[src/rtl/if_fetch_stage_pkg.sv]
// Shared constants, FSM encodings and the fetch-buffer entry type for the IF stage.
package if_fetch_stage_pkg;

  localparam logic [31:0] NOP              = 32'h0000_0000;
  localparam logic [31:0] DEFAULT_RESET_PC = 32'h0000_0000;

  localparam logic [0:0] IF_FETCH = 1'b0;
  localparam logic [0:0] IF_DROP  = 1'b1;

  typedef struct packed {
    logic [31:0] pc;
    logic [31:0] inst;
  } fetch_entry_t;

  function automatic logic [31:0] word_align(input logic [31:0] addr);
    return addr & 32'hFFFF_FFFC;
  endfunction

endpackage

[src/rtl/if_fetch_stage_fetch_fifo.sv]
// Fetch buffer of {pc,inst} entries with flush and "retain head+1 only" for redirects.
module if_fetch_stage_fetch_fifo
  import if_fetch_stage_pkg::*;
#(
  parameter  int DEPTH = 2,
  localparam int PW    = $clog2(DEPTH),
  localparam int CW    = PW + 1
) (
  input  logic          clk,
  input  logic          rst,
  input  logic          push,
  input  fetch_entry_t  push_data,
  input  logic          pop,
  input  logic          flush,
  input  logic          keep_second,
  output fetch_entry_t  head_data,
  output logic [CW-1:0] count,
  output logic          empty,
  output logic          full
);

  fetch_entry_t  mem [DEPTH];
  logic [PW-1:0] rd_p0, wr_p0;
  logic [PW-1:0] rd_nxt, wr_base;
  logic [CW-1:0] cnt_p0, cnt_base;

  assign head_data = mem[rd_p0];
  assign count     = cnt_p0;
  assign empty     = (cnt_p0 == '0);
  assign full      = (cnt_p0 == CW'(DEPTH));

  // Occupancy after flush/keep/pop; a push in the same cycle lands on top of this.
  always_comb begin
    rd_nxt   = rd_p0;
    wr_base  = wr_p0;
    cnt_base = cnt_p0;
    if (flush) begin
      rd_nxt   = wr_p0;
      cnt_base = '0;
    end else if (keep_second) begin
      rd_nxt   = rd_p0 + PW'(1);
      cnt_base = (cnt_p0 >= CW'(2)) ? CW'(1) : '0;
      wr_base  = rd_nxt + cnt_base[PW-1:0];
    end else if (pop && !empty) begin
      rd_nxt   = rd_p0 + PW'(1);
      cnt_base = cnt_p0 - CW'(1);
    end
  end

  always_ff @(posedge clk or negedge rst) begin
    if (!rst) begin
      rd_p0  <= '0;
      wr_p0  <= '0;
      cnt_p0 <= '0;
    end else begin
      rd_p0  <= rd_nxt;
      wr_p0  <= wr_base + PW'(push);
      cnt_p0 <= cnt_base + CW'(push);
    end
  end

  always_ff @(posedge clk) begin
    if (push) mem[wr_base] <= push_data;
  end

endmodule

[src/rtl/if_fetch_stage.sv]
// Instruction-fetch stage: owns the PC, drives IMEM requests, buffers words for decode.
// Define IF_DELAY_SLOT_EN to keep the MIPS branch delay slot across a redirect.
module if_fetch_stage
  import if_fetch_stage_pkg::*;
#(
  parameter logic [31:0] RESET_PC   = DEFAULT_RESET_PC,
  parameter int          FIFO_DEPTH = 2
) (
  input  logic        clk,
  input  logic        rst,
  output logic        imemReq_o,
  output logic [31:0] imemAddr_o,
  input  logic        imemAck_i,
  input  logic [31:0] imemData_i,
  input  logic        stall_i,
  input  logic        branchEnable_i,
  input  logic [31:0] branchAddr_i,
  output logic        instValid_o,
  output logic [31:0] inst_o,
  output logic [31:0] pc_o
);

  localparam int CW = $clog2(FIFO_DEPTH) + 1;

  logic [0:0]    state_p0, state_nxt;
  logic [31:0]   fetch_pc_p0, fetch_pc_nxt;
  logic          vld_p0, vld_nxt;
  logic [31:0]   req_addr_p0, req_addr_nxt;
`ifdef IF_DELAY_SLOT_EN
  logic          ds_pending_p0, ds_pending_nxt;
  logic [31:0]   ds_target_p0, ds_target_nxt;
`endif

  logic          fifo_push, fifo_pop, fifo_flush, fifo_keep;
  logic          fifo_empty, fifo_full;
  logic [CW-1:0] fifo_count, cnt_base, cnt_next;
  fetch_entry_t  push_entry, head_entry;

  logic          consume, redirect, ack, req_busy, issue;
  logic [31:0]   target;

  assign consume    = instValid_o && !stall_i;
  assign redirect   = branchEnable_i && consume;
  assign ack        = vld_p0 && imemAck_i;
  assign target     = word_align(branchAddr_i);
  assign push_entry = '{pc: req_addr_p0, inst: imemData_i};

  always_comb begin
    state_nxt    = state_p0;
    fetch_pc_nxt = fetch_pc_p0;
    fifo_push    = 1'b0;
    fifo_pop     = 1'b0;
    fifo_flush   = 1'b0;
    fifo_keep    = 1'b0;
`ifdef IF_DELAY_SLOT_EN
    ds_pending_nxt = ds_pending_p0;
    ds_target_nxt  = ds_target_p0;
`endif
    if (redirect) begin
      fetch_pc_nxt = target;
`ifdef IF_DELAY_SLOT_EN
      fifo_keep = 1'b1;
      if (state_p0 == IF_DROP) begin
        if (ack) state_nxt = IF_FETCH;
      end else if (fifo_count >= CW'(2)) begin
        if (vld_p0 && !ack) state_nxt = IF_DROP;
      end else if (ack) begin
        fifo_push = 1'b1;
      end else begin
        // Delay slot still to come: keep fetching sequentially for one more word.
        fetch_pc_nxt   = fetch_pc_p0;
        ds_pending_nxt = 1'b1;
        ds_target_nxt  = target;
      end
`else
      fifo_flush = 1'b1;
      if (vld_p0 && !ack) state_nxt = IF_DROP;
`endif
    end else begin
      fifo_pop = consume;
      if (ack) begin
        if (state_p0 == IF_DROP) begin
          state_nxt = IF_FETCH;
        end else begin
          fifo_push = 1'b1;
`ifdef IF_DELAY_SLOT_EN
          if (ds_pending_p0) begin
            fetch_pc_nxt   = ds_target_p0;
            ds_pending_nxt = 1'b0;
          end else begin
            fetch_pc_nxt = fetch_pc_p0 + 32'd4;
          end
`else
          fetch_pc_nxt = fetch_pc_p0 + 32'd4;
`endif
        end
      end
    end
  end

  // Buffer space is reserved at issue, so count the post-edge occupancy.
  always_comb begin
    if (fifo_flush)     cnt_base = '0;
    else if (fifo_keep) cnt_base = (fifo_count >= CW'(2)) ? CW'(1) : '0;
    else                cnt_base = fifo_count - CW'(fifo_pop);
    cnt_next     = cnt_base + CW'(fifo_push);
    req_busy     = vld_p0 && !ack;
    issue        = !req_busy && (cnt_next < CW'(FIFO_DEPTH));
    vld_nxt      = req_busy || issue;
    req_addr_nxt = issue ? fetch_pc_nxt : req_addr_p0;
  end

  always_ff @(posedge clk or negedge rst) begin
    if (!rst) begin
      state_p0    <= IF_FETCH;
      fetch_pc_p0 <= word_align(RESET_PC);
      vld_p0      <= 1'b0;
      req_addr_p0 <= word_align(RESET_PC);
`ifdef IF_DELAY_SLOT_EN
      ds_pending_p0 <= 1'b0;
`endif
    end else begin
      state_p0    <= state_nxt;
      fetch_pc_p0 <= fetch_pc_nxt;
      vld_p0      <= vld_nxt;
      req_addr_p0 <= req_addr_nxt;
`ifdef IF_DELAY_SLOT_EN
      ds_pending_p0 <= ds_pending_nxt;
`endif
    end
  end

`ifdef IF_DELAY_SLOT_EN
  always_ff @(posedge clk) begin
    ds_target_p0 <= ds_target_nxt;
  end
`endif

  if_fetch_stage_fetch_fifo #(
    .DEPTH(FIFO_DEPTH)
  ) u_fetch_fifo (
    .clk        (clk),
    .rst        (rst),
    .push       (fifo_push),
    .push_data  (push_entry),
    .pop        (fifo_pop),
    .flush      (fifo_flush),
    .keep_second(fifo_keep),
    .head_data  (head_entry),
    .count      (fifo_count),
    .empty      (fifo_empty),
    .full       (fifo_full)
  );

  always @(posedge clk) begin
    if (rst) assert (!(fifo_push && fifo_full && !fifo_pop && !fifo_flush && !fifo_keep));
  end

  assign imemReq_o   = vld_p0;
  assign imemAddr_o  = req_addr_p0;
  assign instValid_o = !fifo_empty;
  assign pc_o        = fifo_empty ? 32'h0 : head_entry.pc;
  assign inst_o      = fifo_empty ? NOP : head_entry.inst;

endmodule
[config.mk]
export PLATFORM = sky130hd
export DESIGN_NAME = if_fetch_stage
export DESIGN_NICKNAME = d
export VERILOG_FILES = /design/src/rtl/if_fetch_stage_pkg.sv /design/src/rtl/if_fetch_stage_fetch_fifo.sv /design/src/rtl/if_fetch_stage.sv
export SDC_FILE = /design/constraint.sdc
export NUM_CORES = 1
export LEC_CHECK = 0
export BUFFER_PORTS_ARGS = -buffer_cell sky130_fd_sc_hd__buf_2
export CAP_MARGIN = 30
export CORE_MARGIN = 2
export CORE_UTILIZATION = 45
export CTS_BUF_LIST = sky130_fd_sc_hd__clkbuf_8 sky130_fd_sc_hd__clkbuf_16
export DETAILED_ROUTE_END_ITERATION = 7
export MAX_ROUTING_LAYER = met4
export PLACE_DENSITY = 0.67
export SYNTH_ARGS = -nofsm -noshare
export SYNTH_HDL_FRONTEND = slang
export SYNTH_SLANG_ARGS = --single-unit
[constraint.sdc]
create_clock -name clk -period 3.1 [get_ports clk]
set_input_delay 0.31 -clock clk [delete_from_list [all_inputs] [get_ports clk]]
set_output_delay 0.31 -clock clk [all_outputs]
set_load 0.02 [all_outputs]
==> qor.csv <==
stage,metric,value,unit
finish,drive_gt1_frac,0.308,
detailed_routing,drt-total-wl,17900,um
yosys,syn_area,8350,um2
timing,fin_crit_sh,0.926,
setup_path,crit_arrival,3180,ps
setup_path,crit_fanout,22,
min_path,hold_start,imemData_i[1],
setup_path,cp_num_buf_inv,2,
floorplanning,fp.dieH,140,um
detailed_routing,num_vias,5366,
detailed_routing,drt_first_pass_iters,4,
cts,cts_tree,done,
cts,clockBufferDepth,2,
finish,area_growth,21.1,%
grt,grt_max_degree,67,
cts,cts_setup_buffers,0,
timing,setup_viol,0,
placed_design,gp_congestion,0.858,
run_status,status,"complete, no violations",
floorplanning,fp.dieW,140,um
floorplanning,die_area,19700,um2
timing,fin_skew,8.21,ps
timing,hold_violations,0,
finish,multi_input_area,2590,um2
yosys,synth_area_per_cell,13.6,um2
floorplanning,num_rows,49,
finish,final_nets,855,
setup_path,crit_chain,inv_1 -> ha_2 -> or2_2 -> nor2_1 -> ha_1 -> nor3b_2 -> xnor2_1 -> a21oi_2 -> buf_12 -> mux2_2,
yosys,seq_area_frac_synth,0.670,
floorplanning,start_util,0.462,
timing,finalCriticalPeriod,2870,ps
grt,grt_pass1_wl,28700,um
timing,tightest_slew,772,ps
grt,grt_pass1_vias,5517,
yosys,synth_seq_cells,198,
detailed_routing,drt_iter0_markers,328,
placed_design,post-dp-hpwl,12000,um
yosys,synth_edf_count,128,
grt,antenna_found_initial,3,
floorplanning,ios,167,
cts,cts_max_level,4,
cts,clock_latency,430,ps
detailed_routing,routed_via_density,5.24,
min_path,hold_class,in -> reg,
setup_path,crit_type,reg -> reg,
cts,path_clk_slew,70,ps
finish,seqCellArea,5600,um2
yosys,synth.distinct_cells,55,
yosys,postSynthCellCount,615,
cts,cts_buffers,17,
detailed_routing,ant_nets,0,
timing,drv_slew,0,
cts,cts.repair.resized,0,
detailed_routing,drc,0,
yosys,synth_nets,690,
grt,grt_overflow,0,
setup_path,startpoint_type,flop,
cts,cts.sinks,198,
placed_design,place_area,9500,um2
finish,final_cell_area,10100,um2
finish,n_fill_cell,1522,
setup_path,end_kind,flop,
setup_path,cpLargestDelayFamily,simple AND/OR/NAND/NOR gates,
power_and_ir_drop,ir_drop,476,uV
setup_path,cpPeakStageDelay,390,ps
cts,root_buffer,clkbuf_16,
timing,rsz0062_at_grt,no,
setup_path,cp.required,3410,ps
timing,max_slew_margin,0.485,
timing,fmax,348,MHz
floorplanning,placeableCoreArea,18100,um2
detailed_routing,wl_per_cell,17.5,um
setup_path,timing.rr.start,u_fetch_fifo.count[1]$_DFF_PN0_,
power_and_ir_drop,power.density,1100,nW/um2
yosys,synth_warnings,0,
setup_path,cpMaxStageDelayCell,dfrtp_1,
power_and_ir_drop,p_leak,4.12,nW
setup_path,startpoint,u_fetch_fifo.count[1]$_DFF_PN0_,
job,drv_cap,0,
placed_design,port_buffers,164,
yosys,synthFlopType,edfxtp_1,
yosys,async_reset_ff_frac,0.354,
timing,fin_hold_ws,68.8,ps
grt,grtUsageTotal,0.194,
## through the flow
| stage | std cells | setup slack [ps] | util | TNS [ps] | power, mW |
|---|---|---|---|---|---|
| after floorplan | 615 | -44.1 | - | -5640 | 7.50 |
| after global placement | 988 | 424 | 0.525 | 0 | 8.85 |
| after detailed placement | 988 | 257 | 0.525 | 0 | 9.02 |
| after CTS | 1019 | 244 | 0.557 | 0 | 11.2 |
| after global routing | 1024 | 119 | 0.559 | 0 | 11.7 |
| final | 1024 | 230 | 0.559 | 0 | 11.1 |
## cells in the mapped netlist, types with 10 or more instances
master	n	area [um2]
mux2i_1	64	641
xor2_1	11	96.3
mux2_2	19	214
nand2_1	25	93.8
clkbuf_1	12	45.0
buf_2	10	50.1
nand3_1	17	85.1
xnor2_1	14	123
a21oi_1	22	110
dfrtp_1	70	1750
o21ai_0	14	70.1
inv_1	12	45.0
nor2_1	96	360
edfxtp_1	128	3840
## where the power goes
| group | internal, mW | switching, mW | total [mW] |
|---|---|---|---|
| registers | 3.78 | 0.606 | 4.39 |
| logic | 1.73 | 2.83 | 4.56 |
| clock network | 1.20 | 0.937 | 2.13 |
## worst register-to-register path, cell delays in order, from the launching register on
cell	delay [ps]
dfrtp_1	390
inv_1	60
ha_2	170
or2_2	350
nor2_1	190
ha_1	300
nor3b_2	220
xnor2_1	180
a21oi_2	310
buf_12	230
mux2_2	360
## cell families (layout without fill, tap and decap cells)
family | Yosys count | count (layout) | share of synthesized area
flip-flops | 198 | 198 | 0.670
AND/OR/NAND/NOR | 188 | 188 | 0.115
multiplexers | 84 | 84 | 0.104
AO/OA/AOI/OAI | 71 | 71 | 0.0521
buffers and inverters | 43 | 220 | 0.0235
XOR/XNOR | 25 | 25 | 0.0262
adder cells (fa/ha/maj) | 6 | 6 | 0.00899
other | 0 | 3 | 0
## worst paths after layout
path	cells past startpoint	slack [ps]	endpoint
setup / recovery	10	230	imemAddr_o[2]$_DFFE_PN0P_
hold / removal	1	70	u_fetch_fifo.mem[0][1]$_DFFE_PP_
setup reg to reg	10	230	imemAddr_o[2]$_DFFE_PN0P_
hold reg to reg	1	480	fetch_pc_p0[1]$_DFF_PN0_
max in group asynchronous	4	2050	fetch_pc_p0[26]$_DFF_PN0_
min in group asynchronous	2	200	imemAddr_o[1]$_DFFE_PN0P_
## cell usage in the layout, fill, tap and decap left out, types with 3 or more instances in the layout
cell type	netlist	layout
a22oi_1	9	9
o21ai_0	14	14
nor3_1	9	9
inv_6	0	4
a31oi_1	4	4
clkinv_2	0	3
dfrtp_1	70	69
xnor2_1	14	14
inv_1	12	15
buf_4	2	5
nand3_1	17	17
a21oi_1	22	22
nand4_1	5	5
diode_2	0	3
nand2_1	25	25
mux2i_1	64	64
clkbuf_16	0	19
a21o_1	3	3
edfxtp_1	128	128
nor4_1	6	6
and2_1	3	3
buf_12	0	7
mux2_2	19	19
xor2_1	11	11
ha_1	6	3
buf_2	10	164
o21ai_1	6	6
and3_1	3	3
and4_1	3	3
nor2_1	96	96
## metal layers
layer / vias up / share of wire / track usage
met5: - / 0 / -
met4: 0 / 0.024 / 0.0872
met3: 34 / 0.042 / 0.0376
met2: 142 / 0.50 / 0.315
met1: 2625 / 0.43 / 0.237
li1: 2565 / - / -
## flip-flops by register name, summed over array words and instances (netlist names)
signal,count
u_fetch_fifo.mem,128
fetch_pc_p0,32
imemAddr_o,32
u_fetch_fifo.count,2
imemReq_o,1
state_p0,1
u_fetch_fifo.rd_p0,1
u_fetch_fifo.wr_p0,1
## cell type report
class / count / area share
Inverter: 12 / 0.00446
Sequential cell: 198 / 0.554
Timing Repair Buffer: 177 / 0.0998
Multi-Input combinational cell: 374 / 0.256
Clock buffer: 19 / 0.0470
Clock inverter: 12 / 0.00990
Tap cell: 229 / 0.0283
Antenna cell: 3 / 0.000743
## repair_timing
action / CTS / global route
hold buffers: 0 / 1
endpoints found under the hold margin: 0 / 41
setup endpoints to repair: 0 / 0
Note: power is estimated with default switching activity, not from simulation.
